`src/rtl/cla_seq_pkg.sv`:
```
// Shared types and constants for the time-shared carry-lookahead adder sequencer.
package cla_seq_pkg;

  typedef enum logic [1:0] {
    IDLE = 2'd0,
    PASS = 2'd1,
    DONE = 2'd2
  } state_t;

  localparam int DEF_WIDTH   = 32;
  localparam int DEF_SLICE_W = 16;

  function automatic int nslice(input int width, input int slice_w);
    return width / slice_w;
  endfunction

endpackage

```
`src/rtl/cla_slice.sv`:
```
// Combinational SLICE_W-bit adder: 4-bit lookahead blocks joined by a second lookahead level.
module cla_slice #(
  parameter int SLICE_W = 16
) (
  input  logic [SLICE_W-1:0] a,
  input  logic [SLICE_W-1:0] b,
  input  logic               cin,
  output logic [SLICE_W-1:0] sum,
  output logic               cout
);

  localparam int NBLK = SLICE_W / 4;

  logic [SLICE_W-1:0] g;
  logic [SLICE_W-1:0] p;
  logic [SLICE_W-1:0] c;
  logic [NBLK-1:0]    gg;
  logic [NBLK-1:0]    pg;
  logic [NBLK:0]      cb;
  logic               term;

  assign g = a & b;
  assign p = a ^ b;

  always_comb begin
    gg   = '0;
    pg   = '0;
    cb   = '0;
    c    = '0;
    term = 1'b0;
    for (int k = 0; k < NBLK; k++) begin
      gg[k] = g[4*k+3]
            | (p[4*k+3] & g[4*k+2])
            | (p[4*k+3] & p[4*k+2] & g[4*k+1])
            | (p[4*k+3] & p[4*k+2] & p[4*k+1] & g[4*k]);
      pg[k] = &p[4*k +: 4];
    end
    // Block carries expanded as flat sum-of-products rather than rippled.
    cb[0] = cin;
    for (int k = 0; k < NBLK; k++) begin
      for (int j = 0; j <= k; j++) begin
        term = gg[j];
        for (int m = j + 1; m <= k; m++) term = term & pg[m];
        cb[k+1] = cb[k+1] | term;
      end
      term = cin;
      for (int m = 0; m <= k; m++) term = term & pg[m];
      cb[k+1] = cb[k+1] | term;
    end
    for (int k = 0; k < NBLK; k++) begin
      c[4*k]   = cb[k];
      c[4*k+1] = g[4*k] | (p[4*k] & cb[k]);
      c[4*k+2] = g[4*k+1] | (p[4*k+1] & g[4*k]) | (p[4*k+1] & p[4*k] & cb[k]);
      c[4*k+3] = g[4*k+2] | (p[4*k+2] & g[4*k+1]) | (p[4*k+2] & p[4*k+1] & g[4*k])
               | (p[4*k+2] & p[4*k+1] & p[4*k] & cb[k]);
    end
  end

  assign sum  = p ^ c;
  assign cout = cb[NBLK];

endmodule

```
`src/rtl/cla_share_sequencer.sv`:
```
// Two-requester WIDTH-bit adder that time-shares one cla_slice over NSLICE passes, LSB slice first.
// Optional resp_ovf signed-overflow output is enabled by defining CLA_SEQ_OVF_EN.
module cla_share_sequencer
  import cla_seq_pkg::*;
#(
  parameter int WIDTH   = DEF_WIDTH,
  parameter int SLICE_W = DEF_SLICE_W
) (
  input  logic             clk,
  input  logic             rst,
  input  logic             req0_valid,
  output logic             req0_ready,
  input  logic [WIDTH-1:0] req0_a,
  input  logic [WIDTH-1:0] req0_b,
  input  logic             req0_cin,
  input  logic             req1_valid,
  output logic             req1_ready,
  input  logic [WIDTH-1:0] req1_a,
  input  logic [WIDTH-1:0] req1_b,
  input  logic             req1_cin,
  output logic             resp_valid,
  input  logic             resp_ready,
  output logic             resp_id,
  output logic [WIDTH-1:0] resp_sum,
`ifdef CLA_SEQ_OVF_EN
  output logic             resp_ovf,
`endif
  output logic             resp_cout
);

  localparam int NSLICE = nslice(WIDTH, SLICE_W);
  localparam int IDX_W  = (NSLICE > 1) ? $clog2(NSLICE) : 1;

  state_t             state, state_nxt;
  logic               last_id;
  logic               gnt0, gnt1, accept, last_pass;
  logic [IDX_W-1:0]   idx;
  logic               carry;
  logic [WIDTH-1:0]   a_p0, b_p0;
  logic [SLICE_W-1:0] slice_a, slice_b, slice_sum;
  logic               slice_cout;

  // Round-robin: on a tie the requester not served last wins.
  assign gnt0      = req0_valid & (~req1_valid | last_id);
  assign gnt1      = req1_valid & ~gnt0;
  assign accept    = (state == IDLE) & (gnt0 | gnt1);
  assign last_pass = (idx == IDX_W'(NSLICE - 1));

  always_ff @(posedge clk) begin
    if (rst) state <= IDLE;
    else     state <= state_nxt;
  end

  always_comb begin
    state_nxt = state;
    case (state)
      IDLE:    if (accept) state_nxt = PASS;
      PASS:    if (last_pass) state_nxt = DONE;
      DONE:    if (resp_ready) state_nxt = IDLE;
      default: state_nxt = IDLE;
    endcase
  end

  always_comb begin
    req0_ready = 1'b0;
    req1_ready = 1'b0;
    resp_valid = 1'b0;
    case (state)
      IDLE:    begin req0_ready = gnt0; req1_ready = gnt1; end
      DONE:    resp_valid = 1'b1;
      default: ;
    endcase
  end

`ifdef CLA_SEQ_OVF_EN
  function automatic logic ovf_of(input logic a_msb, input logic b_msb,
                                  input logic s_msb, input logic c_out);
    return (a_msb ^ b_msb ^ s_msb) ^ c_out;
  endfunction
`endif

  always_comb begin
    slice_a = a_p0[int'(idx)*SLICE_W +: SLICE_W];
    slice_b = b_p0[int'(idx)*SLICE_W +: SLICE_W];
  end

  cla_slice #(.SLICE_W(SLICE_W)) u_slice (
    .a    (slice_a),
    .b    (slice_b),
    .cin  (carry),
    .sum  (slice_sum),
    .cout (slice_cout)
  );

  // Operand capture: snapshot at accept so later requester changes cannot leak in.
  always_ff @(posedge clk) begin
    if (accept) begin
      a_p0 <= gnt0 ? req0_a : req1_a;
      b_p0 <= gnt0 ? req0_b : req1_b;
    end
  end

  // Pass stage: one slice per cycle into the result register.
  always_ff @(posedge clk) begin
    if (rst) begin
      last_id   <= 1'b1;
      idx       <= '0;
      carry     <= 1'b0;
      resp_id   <= 1'b0;
      resp_sum  <= '0;
      resp_cout <= 1'b0;
`ifdef CLA_SEQ_OVF_EN
      resp_ovf  <= 1'b0;
`endif
    end else if (accept) begin
      last_id <= gnt1;
      resp_id <= gnt1;
      idx     <= '0;
      carry   <= gnt0 ? req0_cin : req1_cin;
    end else if (state == PASS) begin
      resp_sum[int'(idx)*SLICE_W +: SLICE_W] <= slice_sum;
      carry <= slice_cout;
      idx   <= idx + IDX_W'(1);
      if (last_pass) begin
        resp_cout <= slice_cout;
`ifdef CLA_SEQ_OVF_EN
        resp_ovf  <= ovf_of(slice_a[SLICE_W-1], slice_b[SLICE_W-1],
                            slice_sum[SLICE_W-1], slice_cout);
`endif
      end
    end
  end

endmodule
```
`config.mk`:
```
export PLATFORM = sky130hd
export DESIGN_NAME = cla_share_sequencer
export DESIGN_NICKNAME = d
export VERILOG_FILES = /design/src/rtl/cla_seq_pkg.sv /design/src/rtl/cla_slice.sv /design/src/rtl/cla_share_sequencer.sv
export SDC_FILE = /design/constraint.sdc
export NUM_CORES = 1
export LEC_CHECK = 0
export CAP_MARGIN = 20
export CORE_ASPECT_RATIO = 0.6
export CORE_UTILIZATION = 42
export DETAILED_ROUTE_END_ITERATION = 10
export PLACE_DENSITY = 0.77
export SLEW_MARGIN = 20
export SYNTH_ARGS = -nofsm -noshare
export SYNTH_HDL_FRONTEND = slang
export SYNTH_SLANG_ARGS = --single-unit
```
`constraint.sdc`:
```
create_clock -name clk -period 3.4 [get_ports clk]
set_input_delay 0.68 -clock clk [delete_from_list [all_inputs] [get_ports clk]]
set_output_delay 0.68 -clock clk [all_outputs]
set_load 0.01 [all_outputs]
```
After elaboration in Yosys (flattened, before gate mapping)
Cells that the tools add are included.
{"block": "word_totals", "input_bits": 135, "regBits": 103, "wordCells": 166, "out_inout_bits": 37}
{"block": "op_classes", "bitwise_logic": 123, "n_reduce_logical": 10, "eq_ne": 5, "shifts": 4, "n_addsub": 2, "mux": 13}
{"cell": "$and 1x1->1", "n": 69}
{"cell": "$mux 32", "n": 2}
{"cell": "$shiftx 32x6->16", "n": 2}
{"cell": "$or 1x1->1", "n": 48}
{"cell": "$neg 5->33", "n": 1}
{"cell": "$shift 16x33->32 const A", "n": 1}
{"cell": "$shiftx 16x33->32", "n": 1}
{"cell": "$bwmux 32", "n": 1}
{"cell": "$xor 16x16->16", "n": 2}
{"cell": "$and 16x16->16", "n": 1}
{"cell": "$reduce_and 4->1", "n": 4}
{"cell": "$mux 1", "n": 6}
{"cell": "$mux 2", "n": 3}
{"cell": "$ne 2x2->1 const B", "n": 3}
{"cell": "$pmux 2 s3", "n": 1}
{"cell": "$reduce_and 3->1", "n": 2}
{"cell": "$not 1->1", "n": 3}
{"cell": "$eq 2x1->1 const B", "n": 1}
{"cell": "$eq 2x2->1 const B", "n": 1}
{"cell": "$logic_not 2->1", "n": 1}
{"cell": "$reduce_and 2->1", "n": 1}
{"cell": "$reduce_bool 2->1", "n": 1}
{"cell": "$reduce_or 2->1", "n": 1}
{"cell": "$add 1x1->1 const B", "n": 1}

Logic depth before layout (Yosys ltp)
Gate-level depths: netlist of run 1.
{"block": "logic_depth", "word_depth": 16, "ltp_mapped": 14, "ltp_nobuf": 12}

By module
From an unflattened synthesis of run 1, not the netlist that was laid out.
{"block": "hier_totals", "hier_cells": 408, "area_unflattened_um2": 5365.1}
{"mod": "cla_share_sequencer", "instances": 1, "cells_per_inst": 332, "seq_area_each_um2": 2702.6, "area_per_inst_um2": 4714.5}
{"mod": "cla_slice", "instances": 1, "cells_per_inst": 76, "seq_area_each_um2": 0.0, "area_per_inst_um2": 650.6}

Worst setup path after synthesis of run 1
OpenSTA, ideal clock, no wires.
{"block": "synth_timing", "path_type": "flip-flop to flip-flop", "startpoint": "reg idx", "endpoint": "reg resp_sum[29]", "synth_period_minus_slack_ps": 3452, "setup_slack_ps": -52, "path_stages_with_launch": 14, "required_time_ps": 3283, "setup_ps": 117, "path_buffers": 2, "arrival_time_ps": 3335, "cell_sequence": "dfxtp_1 > clkbuf_1 > buf_1 > mux2i_1 > inv_1 > ha_1 > a21oi_1 > o21ai_0 > a21oi_1 > o21ai_0 > a21o_1 > fa_1 > xor2_1 > a22o_1"}
{"block": "synth_via", "elab_chain_cells": 16, "word_cells_on_any_way": 108, "cone_classes": "add/sub (1); shift (4); mux (1); bitwise (99); reduce/logical (3)"}
{"element": "from (decl)", "line_no": "cla_share_sequencer.sv:37", "source": "logic [IDX_W-1:0] idx;"}
{"element": "from (signal assigned)", "line_no": "cla_share_sequencer.sv:123", "source": "idx <= idx + IDX_W'(1);"}
{"element": "$shiftx 32x6->16 (on tied branches)", "line_no": "cla_share_sequencer.sv:83, cla_share_sequencer.sv:84"}
{"element": "$xor 16x16->16 / $and 16x16->16 (equally long branches)", "line_no": "cla_slice.sv:23, cla_slice.sv:22"}
{"element": "$and 1x1->1 (on tied branches)", "line_no": "cla_slice.sv:33, cla_slice.sv:34, cla_slice.sv:35"}
{"element": "$or 1x1->1 (tied with other cells)", "line_no": "cla_slice.sv:33", "source": "| (p[4*k+3] & g[4*k+2])"}
{"element": "$or 1x1->1 / $and 1x1->1 (equally long branches)", "line_no": "cla_slice.sv:34, cla_slice.sv:35"}
{"element": "$or 1x1->1", "line_no": "cla_slice.sv:35", "source": "| (p[4*k+3] & p[4*k+2] & p[4*k+1] & g[4*k]);"}
{"element": "$and 1x1->1 (2 in a row)", "line_no": "cla_slice.sv:43", "source": "for (int m = j + 1; m <= k; m++) term = term & pg[m];"}
{"element": "$or 1x1->1 (2 in a row)", "line_no": "cla_slice.sv:44", "source": "cb[k+1] = cb[k+1] | term;"}
{"element": "$or 1x1->1", "line_no": "cla_slice.sv:48", "source": "cb[k+1] = cb[k+1] | term;"}
{"element": "$and 1x1->1 (on tied branches)", "line_no": "cla_slice.sv:52, cla_slice.sv:53, cla_slice.sv:55"}
{"element": "$or 1x1->1 (on tied branches)", "line_no": "cla_slice.sv:52, cla_slice.sv:53, cla_slice.sv:55"}
{"element": "$xor 16x16->16", "line_no": "cla_slice.sv:59", "source": "assign sum = p ^ c;"}
{"element": "$shiftx 16x33->32", "line_no": "cla_share_sequencer.sv:121", "source": "resp_sum[int'(idx)*SLICE_W +: SLICE_W] <= slice_sum;"}
{"element": "$bwmux 32 *", "line_no": "cla_share_sequencer.sv:121"}
{"element": "to (signal, indexed assignment)", "line_no": "cla_share_sequencer.sv:121"}
{"element": "to (decl)", "line_no": "cla_share_sequencer.sv:24", "source": "output logic [WIDTH-1:0] resp_sum,"}
Mark *: on every way between the ends. The rest lies on a longest branch, timed or not.
A chain may end at the register's enable or synchronous reset.

Worst setup path after layout of run 1
{"block": "layout_timing", "startpoint": "reg idx", "endpoint": "reg resp_sum[13]"}
Same word-level chain as after synthesis.

==> impl_metrics.csv, run 1 <==
group,metric,value,unit
status,outcome,"complete, no violations",
synth,yosys.cell_count.top_type,"mux2_2",
cts,cts_hold_buffers,0,
synth,yosysSeqAreaShare,0.5257,
worst_setup_path,reg2reg_from,"idx",
floorplanning,die_area,12700,sq um
timing,fin_skew,0.007644,ns
flow_run,cap_violations,0,
worst_setup_path,worstRegToRegCells,11,
timing,tightest_slew,0.8641,ns
power,p_per_area,495.3,nW/um^2
timing,final-hold-violation-count,0,
synth,synthFlopType,"edfxtp_1",
timing,clock.fmax,0.3074,GHz
worst_setup_path,required,3.67,ns
synth,synth_edf_count,64,
synth,synth_area_leader_cell,"edfxtp_1",
synth,netlist_area,5141,sq um
cts,post_cts_buffers,0,
floorplanning,coreArea,11600,sq um
cts,clk_latency,0.34,ns
cts,htreeDepth,3,
floorplanning,rows,30,
hold_path,hold_class,"reg2reg",
place,post-place-ws,0.07393,ns
drt,drtIter0Drc,208,
synth,synthDistinctLibCells,43,
drt,drc,0,
timing,layout_setup_ws,0.1470,ns
power,ir_worst_vdd,0.0002469,V
timing,period_share,0.9568,
synth,yosysWarnings,0,
synth,synth_commonest_cells,"90 x mux2_2, 64 x edfxtp_1, 39 x dfxtp_1",
timing,setup_viol,0,
cts,cts.clk_slew.worst_paths,0.07,ns
worst_setup_path,critPathMaxFanout,14,
layout,fillers,863,
cts,cts_tree,"built",
synth,synthArstFlopShare,0,
hold_path,min_from,"resp_sum[5]",
grt,grt_pass1_wl,19100,um
grt,grt_antenna_before_repair,0,
timing,slew_headroom,0.4240,
floorplanning,start_util,0.4433,
synth,synthTopCellsByArea,"edfxtp_1 37%, mux2_2 20%, dfxtp_1 15%",
synth,synth_cells,416,
floorplanning,die_w,144.8,um
worst_setup_path,critPathKind,"reg2reg",
worst_setup_path,critPathLaunchType,"flip-flop",
drt,firstDrtPassIters,4,
timing,period_minus_slack,3.253,ns
floorplanning,fp.dieH,87.70,um
power,p_leak,0.002720,uW
layout,n_antenna_cell,0,
drt,num_vias,3799,
cts,post_cts_resized,0,
place,portBuffers,171,
worst_setup_path,end_kind,"flip-flop",
cts,cts_buffers,9,
grt,grt_usage,0.2018,
layout,fin_util,0.6375,
cts,cts_root_buffer,"clkbuf_16",
drt,avgViaCountPerCell,5.079,
worst_setup_path,timing.rr.end,"resp_sum[13]",
synth,synth_top_cell_area_share,0.3738,
layout,area_growth,43.83,%
synth,syn_avg_cell_area,12.36,sq um
place,gp_congestion,0.8094,
hold_path,hold_depth,2,
worst_setup_path,critPathArrivalTime,3.52,ns
synth,ys_ff_latch,103,
synth,syn_nets,571,
cts,cts_max_path_buffers,2,
timing,final-max-slew-violation-count,0,
place,place_hpwl,9371,um
grt,overflow,0,
layout,nets,738,
cts,cts.sinks,103,
grt,first_global_vias,3915,
drt,drt_wl_total,12310,um
floorplanning,io_pins,172,
layout,layout-drive-gt1-share,0.2058,
worst_setup_path,r2r_slack,0.15,ns
hold_path,min_to,"resp_sum[5]",
grt,grt_max_degree,66,
drt,drtAntennaViolNets,0,
drt,wl_per_cell,16.46,um
-- worst max-delay path: stages, from the launching register on --
cell and delay, ns:
dfxtp_4 0.46, mux2_2 0.37, ha_1 0.36, a211oi_1 0.25, o21ai_0 0.23, a21oi_2 0.30
o21ai_0 0.18, a21o_1 0.22, fa_1 0.38, xor2_1 0.19, nor2_1 0.07, nor3_1 0.16
-- where the power goes --
group	internal [uW]	switching [uW]	leakage [uW]	total [uW]
sequential	1490	59.5	0.000945	1550
clock	660	435	0.000163	1100
combinational	535	486	0.00161	1020
total	2680	980	0.00272	3660
-- worst max path at each step --
stage          start  cells past startpoint           end
3_3_place_gp     idx                     11  resp_sum[29]
6_report         idx                     11  resp_sum[13]
2_1_floorplan    idx                     12  resp_sum[29]
4_1_cts          idx                     11  resp_sum[13]
3_5_place_dp     idx                     11  resp_sum[13]
5_1_grt          idx                     12  resp_sum[13]
-- registers in the layout, summed over array words and instances, names as in the netlist --
signal,flops
b_p0,32
state,2
resp_sum,32
idx,1
last_id,1
carry,1
resp_cout,1
resp_id,1
a_p0,32
-- routing by layer --
layer | part of all wire | routed length (um) | global-route usage
met1 | 0.43 | 5255 | 0.2483
met2 | 0.47 | 5748 | 0.3422
met3 | 0.092 | 1134 | 0.06397
met4 | 0.014 | 175 | 0.05933
met5 | 0 | 0 | 0
-- cells by family after synthesis --
family,Yosys count,share of synthesized area
AO/OA/AOI/OAI,69,0.08470
flip-flops,103,0.5257
XOR/XNOR,11,0.01874
AND/OR/NAND/NOR,82,0.07958
adder cells (fa/ha/maj),20,0.05451
buffers and inverters,34,0.02604
multiplexers,97,0.2108
-- per-stage QoR --
stage / power, uW / std cells / TNS (ns) / area [sq um] / hold WS [ns]
2_1_floorplan: 2152 / 416 / 0 / 5144 / 0.4805
3_3_place_gp: 2549 / 732 / 0 / 7054 / 0.4454
3_5_place_dp: 2584 / 732 / 0 / 7057 / 0.4519
4_1_cts: 3681 / 748 / 0 / 7385 / 0.4611
5_1_grt: 3843 / 748 / -0.02134 / 7395 / 0.4876
6_report: 3663 / 748 / 0 / 7395 / 0.4600
-- area by class of cell --
cell class / instances / area, sq um / share of cell area
Clock inverter: 4 / 48.80 / 0.006599
Sequential cell: 103 / 2706 / 0.3660
Multi-Input combinational cell: 279 / 2326 / 0.3146
Inverter: 12 / 45.04 / 0.006091
Clock buffer: 12 / 279.0 / 0.03773
Tap cell: 160 / 200.2 / 0.02707
Timing Repair Buffer: 178 / 1789 / 0.2420
-- layout by cell type, fill, tap and decap left out, drive strengths merged, types with 4 or more instances in the layout --
| cell | n |
|---|---|
| buf | 7 |
| mux2 | 90 |
| nor3 | 6 |
| ha | 16 |
| edfxtp | 64 |
| xnor2 | 9 |
| a31oi | 4 |
| fa | 4 |
| a22o | 8 |
| clkbuf | 12 |
| clkdlybuf4s50 | 171 |
| nand2 | 29 |
| mux2i | 7 |
| a21o | 5 |
| a211oi | 5 |
| a21oi | 22 |
| nor2b | 4 |
| o21ai | 16 |
| dfxtp | 39 |
| nor2 | 18 |
| inv | 13 |
Note: power is estimated with default switching activity, not from simulation.
==> run 2, diff against run 1 <==
--- a/config.mk
+++ b/config.mk
@@ -5,6 +5,7 @@
 export SDC_FILE = /design/constraint.sdc
 export NUM_CORES = 1
 export LEC_CHECK = 0
+export ABC_CLOCK_PERIOD_IN_PS = 3400
 export CAP_MARGIN = 20
 export CORE_ASPECT_RATIO = 0.6
 export CORE_UTILIZATION = 42
==> results of run 2 <==
Same layout as run 1: the final DEF is identical, and so are final timing and power.
==> run 3, diff against run 2 <==
--- a/config.mk
+++ b/config.mk
@@ -8,7 +8,9 @@
 export ABC_CLOCK_PERIOD_IN_PS = 3400
 export CAP_MARGIN = 20
 export CORE_ASPECT_RATIO = 0.6
+export CORE_MARGIN = 8
 export CORE_UTILIZATION = 42
+export CTS_CLUSTER_DIAMETER = 150
 export DETAILED_ROUTE_END_ITERATION = 10
 export PLACE_DENSITY = 0.77
 export SLEW_MARGIN = 20
==> impl_metrics.csv, run 3 (synthesis results as in run 1) <==
group,metric,value,unit
status,outcome,"complete, no violations",
timing,slew_headroom,0.4418,
floorplanning,die_area,16150,sq um
place,gp_congestion,0.8065,
layout,final_cell_area,7353,sq um
worst_setup_path,critPathKind,"reg2reg",
power,p_leak,0.002694,uW
grt,grt_pass1_wl,21860,um
timing,fin_skew,0.006826,ns
grt,grt_max_degree,66,
layout,nets,740,
worst_setup_path,path_cells,"mux2_2, ha_1, a211oi_1, o21ai_0, a21oi_2, o21ai_1, a21o_1, fa_1, xor2_1, a22o_1",
timing,final-max-slew-violation-count,0,
floorplanning,start_util,0.4290,
timing,period_share,0.9456,
place,placed_cell_area,7066,sq um
drt,drtIter0Drc,174,
layout,n_antenna_cell,0,
grt,busiest_layer,"met2",
power,p_per_area,480.6,nW/um^2
cts,clk_latency,0.34,ns
grt,grtUsageMet2,0.2879,
worst_setup_path,critPathBufInv,0,
power,ir_worst_vdd,0.0002797,V
grt,use_met3,0.06209,
cts,cts.clk_slew.worst_paths,0.06,ns
cts,htreeDepth,3,
place,place_hpwl,10820,um
grt,use_met1,0.2053,
drt,drtAntennaViolNets,0,
timing,clock.fmax,0.3111,GHz
cts,cts_buffers,9,
cts,cts_root_buffer,"clkbuf_16",
layout,final_cell_mix,"171 x clkdlybuf4s50_1, 90 x mux2_2, 64 x edfxtp_1",
timing,final-hold-violation-count,0,
worst_setup_path,r2r_slack,0.19,ns
hold_path,hold_class,"reg2reg",
layout,layout-drive-gt1-share,0.2000,
worst_setup_path,required,3.63,ns
floorplanning,io_pins,172,
floorplanning,rows,31,
timing,setup_viol,0,
floorplanning,fp.dieH,101.7,um
layout,reg_top3,"a_p0: 32 flops, b_p0: 32 flops, resp_sum: 32 flops",
grt,overflow,0,
layout,final_common_cell,"clkdlybuf4s50_1",
cts,cts_max_path_buffers,2,
worst_setup_path,slowest_delay,0.43,ns
cts,cts_hold_buffers,0,
floorplanning,coreArea,11990,sq um
drt,wl_per_cell,18.02,um
layout,fin_util,0.6135,
timing,tightest_slew,0.8373,ns
grt,grt_usage,0.1714,
worst_setup_path,critPathMaxFanout,11,
drt,drt_wl_total,13610,um
layout,area_growth,43.03,%
layout,fin_cells,755,
worst_setup_path,end_kind,"flip-flop",
cts,cts_tree,"built",
grt,grt_antenna_before_repair,0,
drt,firstDrtPassIters,4,
timing,period_minus_slack,3.215,ns
worst_setup_path,slowest_stage,"dfxtp_4",
place,post-place-cells,739,
worst_setup_path,critPathArrivalTime,3.45,ns
cts,cts.sinks,103,
worst_setup_path,critPathLaunchType,"flip-flop",
worst_setup_path,path_delay_family,"compound AO/OA/AOI/OAI gates",
timing,rsz0062_at_grt,"no",
floorplanning,die_w,158.8,um
drt,avgViaCountPerCell,5.107,
flow_run,cap_violations,0,
drt,drc,0,
place,portBuffers,171,
grt,first_global_vias,4235,
drt,num_vias,3856,
[run 3: cell types whose count changed in the layout (fill, tap and decap cells not counted), moves of 2 or more]
| cell | before | now |
|---|---|---|
| clkinv_2 | 2 | 0 |
| clkbuf_16 | 11 | 9 |
| clkinv_1 | 0 | 3 |
| buf_4 | 5 | 8 |
[run 3: final timing paths]
kind	start	endpoint	cells after the start
worst max-delay path	idx	resp_sum[29]	10
worst min-delay path	resp_sum[3]	resp_sum[3]	2
worst max register to register	idx	resp_sum[29]	10
worst min register to register	resp_sum[3]	resp_sum[3]	2
[run 3: cell type report]
| type | instances | area (sq um) |
|---|---|---|
| clock inverters | 5 | 48.80 |
| inverters | 12 | 45.04 |
| flip-flops and latches | 103 | 2706 |
| repair buffers | 180 | 1792 |
| well taps | 165 | 206.4 |
| clock buffers | 11 | 232.7 |
| fillers | 928 | 4632 |
| multi-input cells | 279 | 2322 |
[run 3: worst reg2reg max path, cell delays in order (launching register included)]
cell	delay, ns
dfxtp_4	0.43
mux2_2	0.36
ha_1	0.35
a211oi_1	0.29
o21ai_0	0.23
a21oi_2	0.28
o21ai_1	0.19
a21o_1	0.23
fa_1	0.37
xor2_1	0.17
a22o_1	0.21
[run 3: repair_timing]
action,CTS,global route
endpoints found under the setup margin,2,4
buffers inserted,0,0
resized for setup,1,2
[run 3: through the flow]
step | TNS, ns | setup slack [ns] | power [uW] | hold WS [ns]
after global routing | 0 | 0.04350 | 3714 | 0.4799
after detailed placement | -0.01196 | -0.01196 | 2589 | 0.4472
after CTS | 0 | 0.05976 | 3568 | 0.4562
after global placement | 0 | 0.2063 | 2552 | 0.4473
final | 0 | 0.1851 | 3534 | 0.4527
after floorplan | 0 | 0.06036 | 2152 | 0.4805
[run 3: layer usage]
layer / wire length (um) / part of all wire / up-vias
met4: 248 / 0.018 / 0
met3: 1151 / 0.085 / 17
met5: 0 / 0 / -
met1: 5912 / 0.43 / 1798
met2: 6295 / 0.46 / 169
li1: - / - / 1872
[run 3: report_power, final]
| group | switching [uW] | leakage, uW | internal, uW |
|---|---|---|---|
| logic | 486 | 0.00162 | 528 |
| registers | 58.4 | 0.000945 | 1490 |
| clock network | 409 | 0.000132 | 563 |
